$ cat config.mk
export PLATFORM = sky130hd
export DESIGN_NAME = mem_port_arbiter
export DESIGN_NICKNAME = d
export VERILOG_FILES = /design/src/rtl/mem_port_arbiter_pkg.sv /design/src/rtl/mem_lane_unit.sv /design/src/rtl/mem_port_arbiter.sv
export SDC_FILE = /design/constraint.sdc
export NUM_CORES = 1
export LEC_CHECK = 0
export BUFFER_PORTS_ARGS = -buffer_cell sky130_fd_sc_hd__buf_4
export CORE_MARGIN = 2
export CORE_UTILIZATION = 45
export CTS_CLUSTER_SIZE = 24
export DETAILED_ROUTE_END_ITERATION = 10
export PLACE_DENSITY = 0.75
export SYNTH_ARGS = -nofsm -noshare
export SYNTH_HDL_FRONTEND = slang
export SYNTH_SLANG_ARGS = --single-unit
$ cat constraint.sdc
create_clock -name clk -period 1.97 [get_ports clk]
set_clock_uncertainty 0.15 [all_clocks]
set_input_delay 0.197 -clock clk [delete_from_list [all_inputs] [get_ports clk]]
set_output_delay 0.197 -clock clk [all_outputs]
set_load 0.01 [all_outputs]
$ cat src/rtl/mem_port_arbiter_pkg.sv
// Shared definitions for the data-RAM port arbiter: size codes, grant IDs, FSM states.
// The optional misalignment check is enabled by defining MEM_ALIGN_CHECK_EN.
package mem_port_arbiter_pkg;

    localparam logic [1:0] SZ_BYTE = 2'b00;
    localparam logic [1:0] SZ_HALF = 2'b01;
    localparam logic [1:0] SZ_WORD = 2'b10;

    localparam logic GNT_CPU = 1'b0;
    localparam logic GNT_DBG = 1'b1;

    typedef enum logic [2:0] {
        ST_IDLE   = 3'd0,
        ST_RD     = 3'd1,
        ST_WR     = 3'd2,
        ST_RMW_RD = 3'd3,
        ST_RMW_WR = 3'd4,
        ST_ACK    = 3'd5
    } state_e;

    // Half needs addr[0]=0, word needs addr[1:0]=0; size 11 behaves as word.
    function automatic logic is_misaligned(input logic [1:0] size, input logic [1:0] lo);
        logic mis;
        case (size)
            SZ_BYTE: mis = 1'b0;
            SZ_HALF: mis = lo[0];
            default: mis = (lo != 2'b00);
        endcase
        return mis;
    endfunction

endpackage

$ cat src/rtl/mem_lane_unit.sv
// Combinational lane logic: sub-word store merge and load extract/extend,
// little-endian lanes (byte0 = bits[7:0]).
module mem_lane_unit
    import mem_port_arbiter_pkg::*;
(
    input  logic [1:0]  size,
    input  logic        sign_ext,
    input  logic [1:0]  lane,
    input  logic [31:0] rd_word,
    input  logic [31:0] old_word,
    input  logic [31:0] wdata,
    output logic [31:0] load_data,
    output logic [31:0] merged
);

    logic [4:0]  byte_sh_s;
    logic [4:0]  half_sh_s;
    logic [7:0]  byte_s;
    logic [15:0] half_s;
    logic [31:0] mask_s;
    logic [31:0] ins_s;

    assign byte_sh_s = {lane, 3'b000};
    assign half_sh_s = {lane[1], 4'b0000};

    // Load extraction and extension from the word currently on the read bus
    always_comb begin
        byte_s    = 8'(rd_word >> byte_sh_s);
        half_s    = 16'(rd_word >> half_sh_s);
        load_data = rd_word;
        case (size)
            SZ_BYTE: load_data = {{24{sign_ext & byte_s[7]}}, byte_s};
            SZ_HALF: load_data = {{16{sign_ext & half_s[15]}}, half_s};
            default: load_data = rd_word;
        endcase
    end

    // Store merge of the right-justified store data into the captured old word
    always_comb begin
        mask_s = 32'h0000_0000;
        ins_s  = 32'h0000_0000;
        case (size)
            SZ_BYTE: begin
                mask_s = 32'h0000_00FF << byte_sh_s;
                ins_s  = {24'h00_0000, wdata[7:0]} << byte_sh_s;
            end
            SZ_HALF: begin
                mask_s = 32'h0000_FFFF << half_sh_s;
                ins_s  = {16'h0000, wdata[15:0]} << half_sh_s;
            end
            default: begin
                mask_s = 32'hFFFF_FFFF;
                ins_s  = wdata;
            end
        endcase
        merged = (old_word & ~mask_s) | (ins_s & mask_s);
    end

endmodule

$ cat src/rtl/mem_port_arbiter.sv
// Round-robin arbiter between CPU data port and debug loader for a single-port data RAM,
// with read-modify-write for sub-word stores. Define MEM_ALIGN_CHECK_EN to fault misaligned CPU accesses.
module mem_port_arbiter
    import mem_port_arbiter_pkg::*;
#(
    parameter int ADDR_W = 32
) (
    input  logic              clk,
    input  logic              rst_n,
    input  logic              c_req,
    input  logic              c_we,
    input  logic [1:0]        c_size,
    input  logic              c_signed,
    input  logic [ADDR_W-1:0] c_addr,
    input  logic [31:0]       c_wdata,
    output logic              c_ack,
    output logic [31:0]       c_rdata,
    output logic              c_err,
    input  logic              g_req,
    input  logic              g_we,
    input  logic [ADDR_W-1:0] g_addr,
    input  logic [31:0]       g_wdata,
    output logic              g_ack,
    output logic [31:0]       g_rdata,
    output logic              ram_we,
    output logic [ADDR_W-1:0] ram_addr,
    output logic [31:0]       ram_wdata,
    input  logic [31:0]       ram_rdata
);

    state_e            state_q, state_d;
    logic              gnt_q, gnt_d;
    logic              we_q, we_d;
    logic [1:0]        size_q, size_d;
    logic              sgn_q, sgn_d;
    logic [ADDR_W-1:0] addr_q, addr_d;
    logic [31:0]       wdata_q, wdata_d;
    logic [31:0]       old_q, old_d;
    logic              c_ack_q, c_ack_d;
    logic              c_err_q, c_err_d;
    logic [31:0]       c_rdata_q, c_rdata_d;
    logic              g_ack_q, g_ack_d;
    logic [31:0]       g_rdata_q, g_rdata_d;

    logic              gnt_s;
    logic              misal_s;
    logic              in_we_s;
    logic [1:0]        in_size_s;
    logic [31:0]       load_s;
    logic [31:0]       merged_s;

    // Grant choice: under contention the port that did not win last time goes next
    always_comb begin
        if (c_req && g_req) begin
            gnt_s = ~gnt_q;
        end else if (g_req) begin
            gnt_s = GNT_DBG;
        end else begin
            gnt_s = GNT_CPU;
        end
    end

`ifdef MEM_ALIGN_CHECK_EN
    assign misal_s = (gnt_s == GNT_CPU) && is_misaligned(c_size, c_addr[1:0]);
`else
    assign misal_s = 1'b0;
`endif

    assign in_we_s   = (gnt_s == GNT_DBG) ? g_we : c_we;
    assign in_size_s = (gnt_s == GNT_DBG) ? SZ_WORD : c_size;

    mem_lane_unit u_lane (
        .size      (size_q),
        .sign_ext  (sgn_q),
        .lane      (addr_q[1:0]),
        .rd_word   (ram_rdata),
        .old_word  (old_q),
        .wdata     (wdata_q),
        .load_data (load_s),
        .merged    (merged_s)
    );

    // Next-state, latch and registered-output computation
    always_comb begin
        state_d   = state_q;
        gnt_d     = gnt_q;
        we_d      = we_q;
        size_d    = size_q;
        sgn_d     = sgn_q;
        addr_d    = addr_q;
        wdata_d   = wdata_q;
        old_d     = old_q;
        c_ack_d   = 1'b0;
        c_err_d   = 1'b0;
        c_rdata_d = c_rdata_q;
        g_ack_d   = 1'b0;
        g_rdata_d = g_rdata_q;
        case (state_q)
            ST_IDLE: begin
                if (c_req || g_req) begin
                    gnt_d  = gnt_s;
                    we_d   = in_we_s;
                    size_d = in_size_s;
                    if (gnt_s == GNT_DBG) begin
                        sgn_d   = 1'b0;
                        addr_d  = g_addr;
                        wdata_d = g_wdata;
                    end else begin
                        sgn_d   = c_signed;
                        addr_d  = c_addr;
                        wdata_d = c_wdata;
                    end
                    if (misal_s) begin
                        state_d   = ST_ACK;
                        c_ack_d   = 1'b1;
                        c_err_d   = 1'b1;
                        c_rdata_d = 32'h0000_0000;
                    end else if (!in_we_s) begin
                        state_d = ST_RD;
                    end else if ((in_size_s == SZ_BYTE) || (in_size_s == SZ_HALF)) begin
                        state_d = ST_RMW_RD;
                    end else begin
                        state_d = ST_WR;
                    end
                end else begin
                    state_d = ST_IDLE;
                end
            end
            ST_RD: begin
                state_d = ST_ACK;
                if (gnt_q == GNT_DBG) begin
                    g_ack_d   = 1'b1;
                    g_rdata_d = ram_rdata;
                end else begin
                    c_ack_d   = 1'b1;
                    c_rdata_d = load_s;
                end
            end
            ST_RMW_RD: begin
                state_d = ST_RMW_WR;
                old_d   = ram_rdata;
            end
            ST_WR, ST_RMW_WR: begin
                state_d = ST_ACK;
                if (gnt_q == GNT_DBG) begin
                    g_ack_d = 1'b1;
                end else begin
                    c_ack_d = 1'b1;
                end
            end
            ST_ACK:  state_d = ST_IDLE;
            default: state_d = ST_IDLE;
        endcase
    end

    // State and registered outputs; reset aborts any access in flight
    always_ff @(posedge clk or negedge rst_n) begin
        if (!rst_n) begin
            state_q   <= ST_IDLE;
            gnt_q     <= GNT_CPU;
            we_q      <= 1'b0;
            size_q    <= SZ_WORD;
            sgn_q     <= 1'b0;
            addr_q    <= '0;
            wdata_q   <= 32'h0000_0000;
            old_q     <= 32'h0000_0000;
            c_ack_q   <= 1'b0;
            c_err_q   <= 1'b0;
            c_rdata_q <= 32'h0000_0000;
            g_ack_q   <= 1'b0;
            g_rdata_q <= 32'h0000_0000;
        end else begin
            state_q   <= state_d;
            gnt_q     <= gnt_d;
            we_q      <= we_d;
            size_q    <= size_d;
            sgn_q     <= sgn_d;
            addr_q    <= addr_d;
            wdata_q   <= wdata_d;
            old_q     <= old_d;
            c_ack_q   <= c_ack_d;
            c_err_q   <= c_err_d;
            c_rdata_q <= c_rdata_d;
            g_ack_q   <= g_ack_d;
            g_rdata_q <= g_rdata_d;
        end
    end

    // RAM side is decoded from state so a reset drops the write enable at once
    always_comb begin
        ram_addr = {addr_q[ADDR_W-1:2], 2'b00};
        ram_we   = (state_q == ST_WR) || (state_q == ST_RMW_WR);
        if (state_q == ST_WR) begin
            ram_wdata = wdata_q;
        end else if (state_q == ST_RMW_WR) begin
            ram_wdata = merged_s;
        end else begin
            ram_wdata = 32'h0000_0000;
        end
    end

    assign c_ack   = c_ack_q;
    assign c_err   = c_err_q;
    assign c_rdata = c_rdata_q;
    assign g_ack   = g_ack_q;
    assign g_rdata = g_rdata_q;

    logic unused_s;
    assign unused_s = we_q;

endmodule

==> results.cfg <==
[status]
outcome = complete, but fails checks
violations = setup timing

[yosys]
synth_top_family_by_area = compound AO/OA/AOI/OAI gates
yosysMostFrequentCell = nand2_1
synthTopCellsByArea = dfrtp_1 (52%), mux2_2 (8.7%), nand2_1 (7.8%)
synth_edf_count = 0
synth_compound_area_frac = 0.162
dominantRegCellSynth = dfrtp_1
synth_largest_area_cell = dfrtp_1
muxShareOfSynthArea = 0.101
synthArstFlopShare = 1.00
syn_inst = 835
yosysUniqueCellTypes = 51
synth_top_area_share = 0.515
synth_commonest_cells = nand2_1 (169), dfrtp_1 (168), nor2_1 (95)
synth_area_sq_mm = 0.00816
synth-simple-area-share = 0.152
synth_seq_cells = 169
avgSynthCellArea_sq_um = 9.77
synth_xor_area_frac = 0
synthAdderAreaFrac = 0
yosys_warnings = 0
seq_area_frac_synth = 0.519

[sta]
layout_setup_ws_ps = -511
rsz0062_at_grt = yes
slew_viol_final = 0
setup_violations = 39
fin_crit_sh = 1.26
min_period_ps = 2480
clock.fmax_mhz = 403
final-hold-violation-count = 0
tns_ps = -13300

[power]
leakage_uw = 0.00614
peakVddDrop_mv = 0.865
power.total_uw = 20700
power.density_mw_per_mm2 = 1540

[route]
vias = 8841
drtIter0Drc = 715
post_drt_wl_per_cell_um = 21.4
drt_wl_total_mm = 33.0
ant_nets = 0
drc = 0
viasPerCell = 5.74
drt_pass1_iterations = 9

[grt]
grt_pass1_wl_mm = 49.6
grt-ovfl-total = 0
first_global_vias = 9114
grt_antenna_before_repair = 0
track_usage = 0.331
grt_max_degree = 65

[die]
die_h_um = 139
io_pins = 301
num_rows = 49
dieArea_sq_mm = 0.0192
start_util = 0.456
die-width_um = 139
core_area_sq_mm = 0.0179

[layout]
syn2layout_area_growth_pct = 64.5
fillers = 1149
fin_cells = 1540
antenna_cells = 0
seqCellArea_sq_mm = 0.00423
drive_above_1_share = 0.390
nNetsFinal = 1467
final_util = 0.750
multi_input_area_sq_mm = 0.00360
fin_area_sq_mm = 0.0134

[critical_path]
worstPathRequired_ps = 1620
crit_chain = nor4bb_1, buf_4, a222oi_1, nor2_1, a221o_1, buf_6
cp-start-kind = flip-flop
critical_path.top_delay_family = compound AO/OA/AOI/OAI gates
cp_num_buf_inv = 2
crit_end = ram_wdata[30]
cp-startpoint = size_q[1]
worstSetupPathType = reg2out
cpMaxStageDelayCell = dfstp_2
slowest_delay_ps = 570
cp.depth = 6
worstPathMaxFanout = 6
rr_endpoint = c_rdata[23]
worstRegToRegCells = 6
r2r_slack_ps = -10
critical_path_arrival_ps = 2130
r2r_start = state_q[2]
endpoint_kind = primary output

[place]
placed_area_sq_mm = 0.0107
io_buffer_count = 297
hpwl_mm = 20.1
routabilityCongestion = 0.891
numPlacedInstances = 1324

[clocking]
root_buffer = clkbuf_16
clkTransAtPathRegs_ps = 80
tritoncts = yes
cts.sinks = 169
insertion_delay_ps = 430
cts_buffer_depth = 2
numCtsBuffers = 17
h-tree-depth = 4

[worst_hold_path]
hold_path.class = in2async

[job]
cap_violations = 0
-- logic make-up (layout without fill, tap and decap cells) --
family / Yosys count / in the layout
multiplexers: 73 / 73
flip-flops: 169 / 169
AND/OR/NAND/NOR: 297 / 297
other: 1 / 3
buffers and inverters: 97 / 571
AO/OA/AOI/OAI: 198 / 198
-- through the flow --
| stage | hold WS, ps | setup slack [ps] |
|---|---|---|
| finish | 117 | -511 |
| global placement | -9.95 | -152 |
| global route | 124 | -600 |
| CTS | 72.0 | -464 |
| floorplan | -249 | 0.106 |
| detailed placement | -9.17 | -154 |
-- placed cells by master, fill, tap and decap left out, drive strengths merged, types with 6 or more instances in the layout --
cell type    netlist  routed
nand2            169     169
mux2              64      64
nand3              6       6
dfrtp            168     168
a21oi             22      22
o221ai             7       7
a22o               8       8
o2bb2ai            8       8
nor2              95      95
nor2b             10      10
o21ai             29      29
mux2i              8       8
dlygate4sd3        0     168
a31oi             72      72
inv                4      11
clkbuf            31      19
a222oi             8       8
buf               62     365
a22oi             21      21
o22ai              9       9
-- sequential cells by signal (all words and copies together) (netlist names) --
| register | count |
|---|---|
| c_rdata | 32 |
| addr_q | 32 |
| state_q | 3 |
| wdata_q | 32 |
| g_rdata | 32 |
| old_q | 32 |
| size_q | 2 |
| sgn_q | 1 |
| gnt_q | 1 |
| c_ack | 1 |
| g_ack | 1 |
-- layer usage --
metal  global-route usage  share of wire
met4                0.153          0.047
met3               0.0711          0.085
met1                0.411           0.37
met2                0.556           0.50
met5                    0              0
-- repair_timing --
| item | 4_1_cts | 5_1_grt |
|---|---|---|
| hold buffers | 168 | 0 |
| setup buffers | 6 | 9 |
| hold endpoints to repair | 329 | 0 |
| cloned | 0 | 2 |
| endpoints found under the setup margin | 33 | 70 |
| resized for setup | 27 | 40 |
| pin swaps | 11 | 9 |
-- cell type report --
| class | instances | share of cell area |
|---|---|---|
| Timing Repair Buffer | 535 | 0.349 |
| Tap cell | 229 | 0.0213 |
| Inverter | 4 | 0.00112 |
| Sequential cell | 169 | 0.315 |
| Multi-Input combinational cell | 571 | 0.268 |
| Clock inverter | 15 | 0.0135 |
| Clock buffer | 17 | 0.0317 |
-- worst min path at each step --
stage                       endpoint  slack, ps  cells past startpoint
after global routing      addr_q[20]        120                      2
final                     addr_q[20]        120                      2
after global placement    addr_q[20]        -10                      1
after floorplan            addr_q[0]       -250                      0
after CTS                  size_q[1]         70                      3
after detailed placement  addr_q[16]         -9                      1
-- where the power goes --
group | switching (uW) | total [uW] | leakage, uW | internal, uW
Combinational | 5190 | 10500 | 0.00391 | 5280
Sequential | 1520 | 6780 | 0.00195 | 5260
Clock | 1620 | 3440 | 0.000287 | 1820
Total | 8320 | 20700 | 0.00614 | 12400
No activity file was read; power rests on OpenSTA's default activity.
